===== config.mk =====
export PLATFORM = sky130hd
export DESIGN_NAME = fan_duty_scheduler
export DESIGN_NICKNAME = d
export VERILOG_FILES = /design/src/rtl/fan_ctrl_pkg.sv /design/src/rtl/fan_debounce.sv /design/src/rtl/fan_duty_scheduler.sv
export SDC_FILE = /design/constraint.sdc
export NUM_CORES = 1
export LEC_CHECK = 0
export ABC_CLOCK_PERIOD_IN_PS = 2440
export CELL_PAD_IN_SITES_DETAIL_PLACEMENT = 1
export CELL_PAD_IN_SITES_GLOBAL_PLACEMENT = 1
export CORE_MARGIN = 3
export CORE_UTILIZATION = 39
export CTS_CLUSTER_SIZE = 24
export DETAILED_ROUTE_END_ITERATION = 8
export DONT_BUFFER_PORTS = 1
export PLACE_DENSITY_LB_ADDON = 0.25
export SYNTH_ARGS = -nofsm -noshare
export SYNTH_HDL_FRONTEND = slang
export SYNTH_SLANG_ARGS = --single-unit

===== constraint.sdc =====
create_clock -name Clock -period 2.44 [get_ports Clock]
set_input_delay 0.244 -clock Clock [delete_from_list [all_inputs] [get_ports Clock]]
set_output_delay 0.244 -clock Clock [all_outputs]
set_load 0.01 [all_outputs]

===== src/rtl/fan_ctrl_pkg.sv =====
// Shared types for the two-fan duty scheduler: state encoding, fan identifiers
// and a small fault lookup helper.
package fan_ctrl_pkg;

  typedef enum logic [1:0] {
    IDLE   = 2'd0,
    SINGLE = 2'd1,
    DUAL   = 2'd2
  } state_e;

  localparam logic FAN1 = 1'b0;
  localparam logic FAN2 = 1'b1;

  // Fault flag of the fan identified by 'which' (FAN1 or FAN2).
  function automatic logic fan_faulted(input logic which, input logic f1, input logic f2);
    return (which == FAN2) ? f2 : f1;
  endfunction

endpackage


===== src/rtl/fan_debounce.sv =====
// Two-flop synchronizer followed by a stability filter: the filtered output only
// follows the synchronized input after DEB_CYCLES consecutive differing cycles.
module fan_debounce #(
  parameter int DEB_CYCLES = 4
) (
  input  logic clk,
  input  logic rst_n,
  input  logic raw_i,
  output logic filt_o
);

  localparam int CW = $clog2(DEB_CYCLES) + 1;
  localparam logic [CW-1:0] CNT_MAX = CW'(DEB_CYCLES - 1);

  logic          sync1_q, sync2_q;
  logic          filt_q, filt_d;
  logic [CW-1:0] cnt_q, cnt_d;

  // NOTE: every variable driven here gets a default first, so no path can leave it unassigned and infer a latch.
  always_comb begin
    filt_d = filt_q;
    cnt_d  = '0;
    if (sync2_q != filt_q) begin
      if (cnt_q == CNT_MAX) filt_d = sync2_q;
      else                  cnt_d  = cnt_q + CW'(1);
    end
  end

  // NOTE: state registers use non-blocking assignments so every flop samples pre-edge values.
  always_ff @(posedge clk or negedge rst_n) begin
    if (!rst_n) begin
      sync1_q <= 1'b0;
      sync2_q <= 1'b0;
      filt_q  <= 1'b0;
      cnt_q   <= '0;
    end else begin
      sync1_q <= raw_i;
      sync2_q <= sync1_q;
      filt_q  <= filt_d;
      cnt_q   <= cnt_d;
    end
  end

  assign filt_o = filt_q;

endmodule


===== src/rtl/fan_duty_scheduler.sv =====
// Two-fan cooling scheduler: filtered temperature demand, hold-time limited FSM,
// alternating fan selection with fault routing. Optional macro FAN_ROTATE_EN
// adds periodic fan swapping during long SINGLE runs.
module fan_duty_scheduler
  import fan_ctrl_pkg::*;
#(
  parameter int DEB_CYCLES      = 4,
  parameter int MIN_HOLD_CYCLES = 16,
  parameter int ROTATE_CYCLES   = 32
) (
  input  logic       Clock,
  input  logic       Resetn,
  input  logic       temp36,
  input  logic       temp38,
  input  logic       fan1_fault,
  input  logic       fan2_fault,
  output logic       fan1,
  output logic       fan2,
  output logic [1:0] level,
  output logic       alarm
);

  localparam int HW = $clog2(MIN_HOLD_CYCLES) + 1;
  localparam logic [HW-1:0] HOLD_MAX = HW'(MIN_HOLD_CYCLES - 1);

  logic          t36_f, t38_f;
  state_e        state_q, state_d, demand;
  logic [HW-1:0] hold_cnt_q, hold_cnt_d;
  logic          hold_done;
  logic          sel_q, sel_d;
  logic          next_pick_q, next_pick_d;
  logic          fan1_q, fan1_d, fan2_q, fan2_d, alarm_q, alarm_d;
  logic          run1, run2, both_f, fault_switch;

  fan_debounce #(.DEB_CYCLES(DEB_CYCLES)) u_deb36 (
    .clk(Clock), .rst_n(Resetn), .raw_i(temp36), .filt_o(t36_f)
  );

  fan_debounce #(.DEB_CYCLES(DEB_CYCLES)) u_deb38 (
    .clk(Clock), .rst_n(Resetn), .raw_i(temp38), .filt_o(t38_f)
  );

  assign demand    = t38_f ? DUAL : (t36_f ? SINGLE : IDLE);
  assign hold_done = (hold_cnt_q == HOLD_MAX);
  assign both_f    = fan1_fault & fan2_fault;

  // Upward moves are immediate; cooling moves wait for the hold counter.
  always_comb begin
    state_d = state_q;
    unique case (state_q)
      IDLE:    state_d = demand;
      SINGLE:  if (demand == DUAL || (demand == IDLE && hold_done)) state_d = demand;
      DUAL:    if (demand != DUAL && hold_done) state_d = demand;
      default: state_d = IDLE;
    endcase
  end

  always_comb begin
    hold_cnt_d = hold_cnt_q;
    if (state_d != state_q) hold_cnt_d = '0;
    else if (!hold_done)    hold_cnt_d = hold_cnt_q + HW'(1);
  end

  // A running single fan that faults hands over to its partner if that one is healthy.
  assign fault_switch = (state_q != IDLE) && (state_d == SINGLE) &&
                        fan_faulted(sel_q, fan1_fault, fan2_fault) &&
                        !fan_faulted(~sel_q, fan1_fault, fan2_fault);

`ifdef FAN_ROTATE_EN
  localparam int RW = $clog2(ROTATE_CYCLES) + 1;
  localparam logic [RW-1:0] ROT_MAX = RW'(ROTATE_CYCLES - 1);

  logic [RW-1:0] rot_cnt_q, rot_cnt_d;
  logic          rot_due;

  assign rot_due = (state_q == SINGLE) && (state_d == SINGLE) && (rot_cnt_q == ROT_MAX);

  always_comb begin
    rot_cnt_d = '0;
    if (state_q == SINGLE && state_d == SINGLE && !fault_switch && !rot_due)
      rot_cnt_d = rot_cnt_q + RW'(1);
  end

  always_ff @(posedge Clock or negedge Resetn) begin
    if (!Resetn) rot_cnt_q <= '0;
    else         rot_cnt_q <= rot_cnt_d;
  end
`endif

  always_comb begin
    sel_d       = sel_q;
    next_pick_d = next_pick_q;
    if (state_q == IDLE && state_d == SINGLE) begin
      next_pick_d = ~next_pick_q;
      sel_d       = next_pick_q;
      if (fan_faulted(next_pick_q, fan1_fault, fan2_fault) &&
          !fan_faulted(~next_pick_q, fan1_fault, fan2_fault))
        sel_d = ~next_pick_q;
    end else if (fault_switch) begin
      sel_d = ~sel_q;
    end
`ifdef FAN_ROTATE_EN
    else if (rot_due && !fan_faulted(~sel_q, fan1_fault, fan2_fault)) begin
      sel_d = ~sel_q;
    end
`endif
  end

  // Outputs are computed from next-state values and registered, so they never glitch.
  always_comb begin
    run1 = 1'b0;
    run2 = 1'b0;
    unique case (state_d)
      SINGLE: begin
        run1 = (sel_d == FAN1);
        run2 = (sel_d == FAN2);
      end
      DUAL: begin
        run1 = 1'b1;
        run2 = 1'b1;
      end
      default: ;
    endcase
    fan1_d  = both_f | (run1 & ~fan1_fault);
    fan2_d  = both_f | (run2 & ~fan2_fault);
    alarm_d = both_f;
  end

  always_ff @(posedge Clock or negedge Resetn) begin
    if (!Resetn) begin
      state_q     <= IDLE;
      hold_cnt_q  <= '0;
      sel_q       <= FAN1;
      next_pick_q <= FAN1;
      fan1_q      <= 1'b0;
      fan2_q      <= 1'b0;
      alarm_q     <= 1'b0;
    end else begin
      state_q     <= state_d;
      hold_cnt_q  <= hold_cnt_d;
      sel_q       <= sel_d;
      next_pick_q <= next_pick_d;
      fan1_q      <= fan1_d;
      fan2_q      <= fan2_d;
      alarm_q     <= alarm_d;
    end
  end

  assign fan1  = fan1_q;
  assign fan2  = fan2_q;
  assign level = state_q;
  assign alarm = alarm_q;

endmodule

==> qor.yml <==
run_status:
  outcome: "completed"
min_path:
  hold_path_class: "primary input to flip-flop"
sta:
  slew_viol_final: 0
  fmax_mhz: 425
  finalSetupViolations: 0
  final_hold_viol_count: 0
  timing.slew.headroom_pct: 74.3
  finalWorstSetupSlack_ns: 0.0848
  clock-skew-final_ns: 0.00343
  period_utilization_post_route_pct: 96.5
  worst_max_slew_pin_slew_ns: 0.386
  final_period_minus_worst_setup_slack_ns: 2.36
logic_synthesis:
  synthesis.instances: 89
  yosysTopAreaCell: "sky130_fd_sc_hd__dfrtp_1"
  ys_seq_elements: 24
  synth-main-ff-cell: "sky130_fd_sc_hd__dfrtp_1"
  ys_async_sr_fraction_pct: 100
  synth_seq_area_share_pct: 55.2
  post_synth_instance_area_sq_mm: 0.00109
  yosys-top-cells-area: "sky130_fd_sc_hd__dfrtp_1, sky130_fd_sc_hd__ha_1, sky130_fd_sc_hd__nor2b_1"
  share_of_the_synthesized_area_in_the_top_cell_type_pct: 55.2
  ys_warn_count: 0
  post-synth-top-count-cell: "sky130_fd_sc_hd__dfrtp_1"
  synth.net_count: 101
  count_of_flip_flops_with_a_built_in_enable_after_synthesis: 0
  syn_avg_cell_area_sq_um: 12.2
  synth_commonest_cells: "sky130_fd_sc_hd__dfrtp_1, sky130_fd_sc_hd__ha_1, sky130_fd_sc_hd__nor2b_1, sky130_fd_sc_hd__nor4_1"
  post_synth_num_cell_types: 32
grt:
  antenna_violations_before_repair: 0
  grt_pass1_wl_um: 3740
  overflow_after_grt: 0
  grt_usage_pct: 14.6
  via_count_of_the_first_global_routing_pass: 815
  grt_max_degree: 25
routing:
  via_count: 713
  ant_nets: 0
  route.detailed.drc: 0
  detail_route.wl_per_cell_um: 16.7
  detailedRoute.firstPassIterationCount: 3
  wirelength_um: 2190
  viasPerCell: 5.44
  drt_iter0_drc: 10
clocking:
  clk_latency_worst_skew_pair_ns: 0.32
  cts.root.buffer_cell: "sky130_fd_sc_hd__clkbuf_4"
  clock-sinks: 24
  cts_inserted_buffers: 3
  cts_htree_levels: 1
  tritoncts_clock_tree: "yes"
  cts.path.max_buffers: 2
  cts.clk_slew.worst_paths_ns: 0.13
die:
  die-area_sq_mm: 0.00346
  die_y_um: 58.8
  floorplan.initialDensity_pct: 42.4
  core_region_area_sq_mm: 0.00257
  die-width_um: 58.8
  io_pins: 11
  fp-row-count: 18
power:
  p_seq_share_pct: 47.4
  pwr-share-comb_pct: 31.3
  internal_power_mw: 0.915
  power.share.switching_pct: 33.0
  p_leak_nw: 0.565
  power.share.clock_pct: 21.2
  power_density_mw_per_mm2: 1050
  p_switching_mw: 0.452
  fin_total_pwr_mw: 1.37
  ir_worst_vdd_uv: 578
placed_design:
  buffer_ports.inserted: 0
  gpl_congestion: 0.744
  dpl_cell_area_sq_mm: 0.00114
  hpwlAfterDp_um: 1480
  preCtsSetupSlack_ns: -0.0173
setup_path:
  critPathMaxFanout: 3
  worst_ep_arrival_time_ns: 2.63
  critical_path.max_stage_delay_ns: 0.41
  timing.critical_path.slowest_stage_cell: "sky130_fd_sc_hd__dfrtp_1"
  critical-path-top-cell-by-count: "sky130_fd_sc_hd__ha_2"
  crit_path_cell_trace: "ha_2, and3_4, ha_4, nand2b_1, a21boi_2, o21ba_2, ha_2, nor3b_4, mux2i_2, o221a_1"
  timing_worst_setup_path_type: "flip-flop to flip-flop"
  worst_ep_required_time_ns: 2.71
  critical_path.endpoint_type: "flip-flop"
  worst_setup_sp_type: "flip-flop"
finish:
  flow.area_growth_from_synthesis_pct: 19.2
  final_core_utilization_pct: 50.5
  antenna-diode-count: 0
  drive_gt1_share_pct: 25.7
  design_area_final_sq_mm: 0.00130
  nets: 114
job:
  maxCapViolCount: 0
## layout by cell type, fill, tap and decap left out, drive strengths merged
master,synthesis,layout
a21boi,1,1
a21oi,4,4
and2,2,2
and3,2,2
buf,1,6
bufinv,0,1
clkbuf,0,3
dfrtp,24,24
dlygate4sd3,0,3
ha,6,6
inv,3,3
mux2,2,2
mux2i,3,3
nand2,2,2
nand2b,3,3
nand4b,1,1
nor2,3,3
nor2b,5,5
nor3,2,2
nor3b,4,4
nor4,5,5
o21a,2,2
o21ai,1,1
o21ba,2,2
o21bai,1,1
o221a,1,1
o22ai,1,1
or2,1,1
or2b,1,1
xnor2,3,3
xor2,3,3
## logic make-up after synthesis
logic type / Yosys count / share of synthesized area [%]
and+or+nand+nor: 31 / 17.9
AOI/OAI and AO/OA: 13 / 8.85
adders and majority gates: 6 / 6.90
buffers and inverters: 4 / 1.49
muxes: 5 / 4.83
xor gates and xnor gates: 6 / 4.83
DFF: 24 / 55.2
## state kept, by name, indices dropped and copies added (netlist names)
register	flops
u_deb36.cnt_q	3
u_deb36.filt_o	1
alarm	1
sel_q	1
u_deb38.sync1_q	1
fan2	1
u_deb38.cnt_q	3
level	2
next_pick_q	1
u_deb36.sync1_q	1
u_deb38.sync2_q	1
fan1	1
u_deb36.sync2_q	1
u_deb38.filt_o	1
hold_cnt_q	5
## final timing paths
| kind | cells past startpoint | start | end | slack (ns) |
|---|---|---|---|---|
| max in group asynchronous | 2 | Resetn | u_deb38.sync2_q | 1.96 |
| worst min-delay path | 1 | fan1_fault | alarm | 0.04 |
| worst max register to register | 10 | hold_cnt_q[0] | fan1 | 0.08 |
| worst min register to register | 0 | u_deb38.sync1_q | u_deb38.sync2_q | 0.37 |
| worst max-delay path | 10 | hold_cnt_q[0] | fan1 | 0.08 |
| min in group asynchronous | 2 | Resetn | level[0] | 0.33 |
## power groups by stage
stage               Clock [mW]  Combinational [mW]  Sequential, mW
finish                   0.290               0.428           0.648
global route             0.313               0.506           0.670
CTS                      0.301               0.406           0.644
detailed placement           0               0.387           0.646
global placement             0               0.364           0.645
floorplan                    0               0.316           0.613
## final cells by class
type | instances | area [sq um]
Fill cell | 282 | 1270
Sequential cell | 24 | 601
Multi-Input combinational cell | 61 | 508
Timing Repair Buffer | 9 | 87.6
Tap cell | 30 | 37.5
Clock inverter | 1 | 30.0
Clock buffer | 3 | 22.5
Inverter | 3 | 11.3
## through the flow
step                instances  hold WS, ns  TNS (ns)
global placement          120      -0.0510         0
global route              131       0.0411   -0.0370
CTS                       129       0.0293         0
detailed placement        120      -0.0509   -0.0173
floorplan                  89      -0.0516         0
finish                    131       0.0383         0
## critical path, delay by kind of cell, from the launching register on
kind                     cells  cell delay [ns]
adder cells (fa/ha/maj)      3             0.51
multiplexers                 1             0.31
flip-flops                   1             0.41
AND/OR/NAND/NOR              3             0.51
AO/OA/AOI/OAI                3             0.57
## layer usage
layer | global-route usage, % | part of all wire, %
met1 | 17.3 | 41
met2 | 24.3 | 53
met3 | 2.85 | 3.7
met4 | 8.74 | 2.3
met5 | 0 | 0
## timing repair
action                                 4_1_cts  5_1_grt
hold buffers                                 4        0
gates cloned                                 0        0
resized for setup                            3        8
endpoints found under the hold margin       26        0
setup endpoints to repair                    2        3
pin swaps                                    0        1
buffers inserted                             1        2
(Power assumes the default switching activity.)
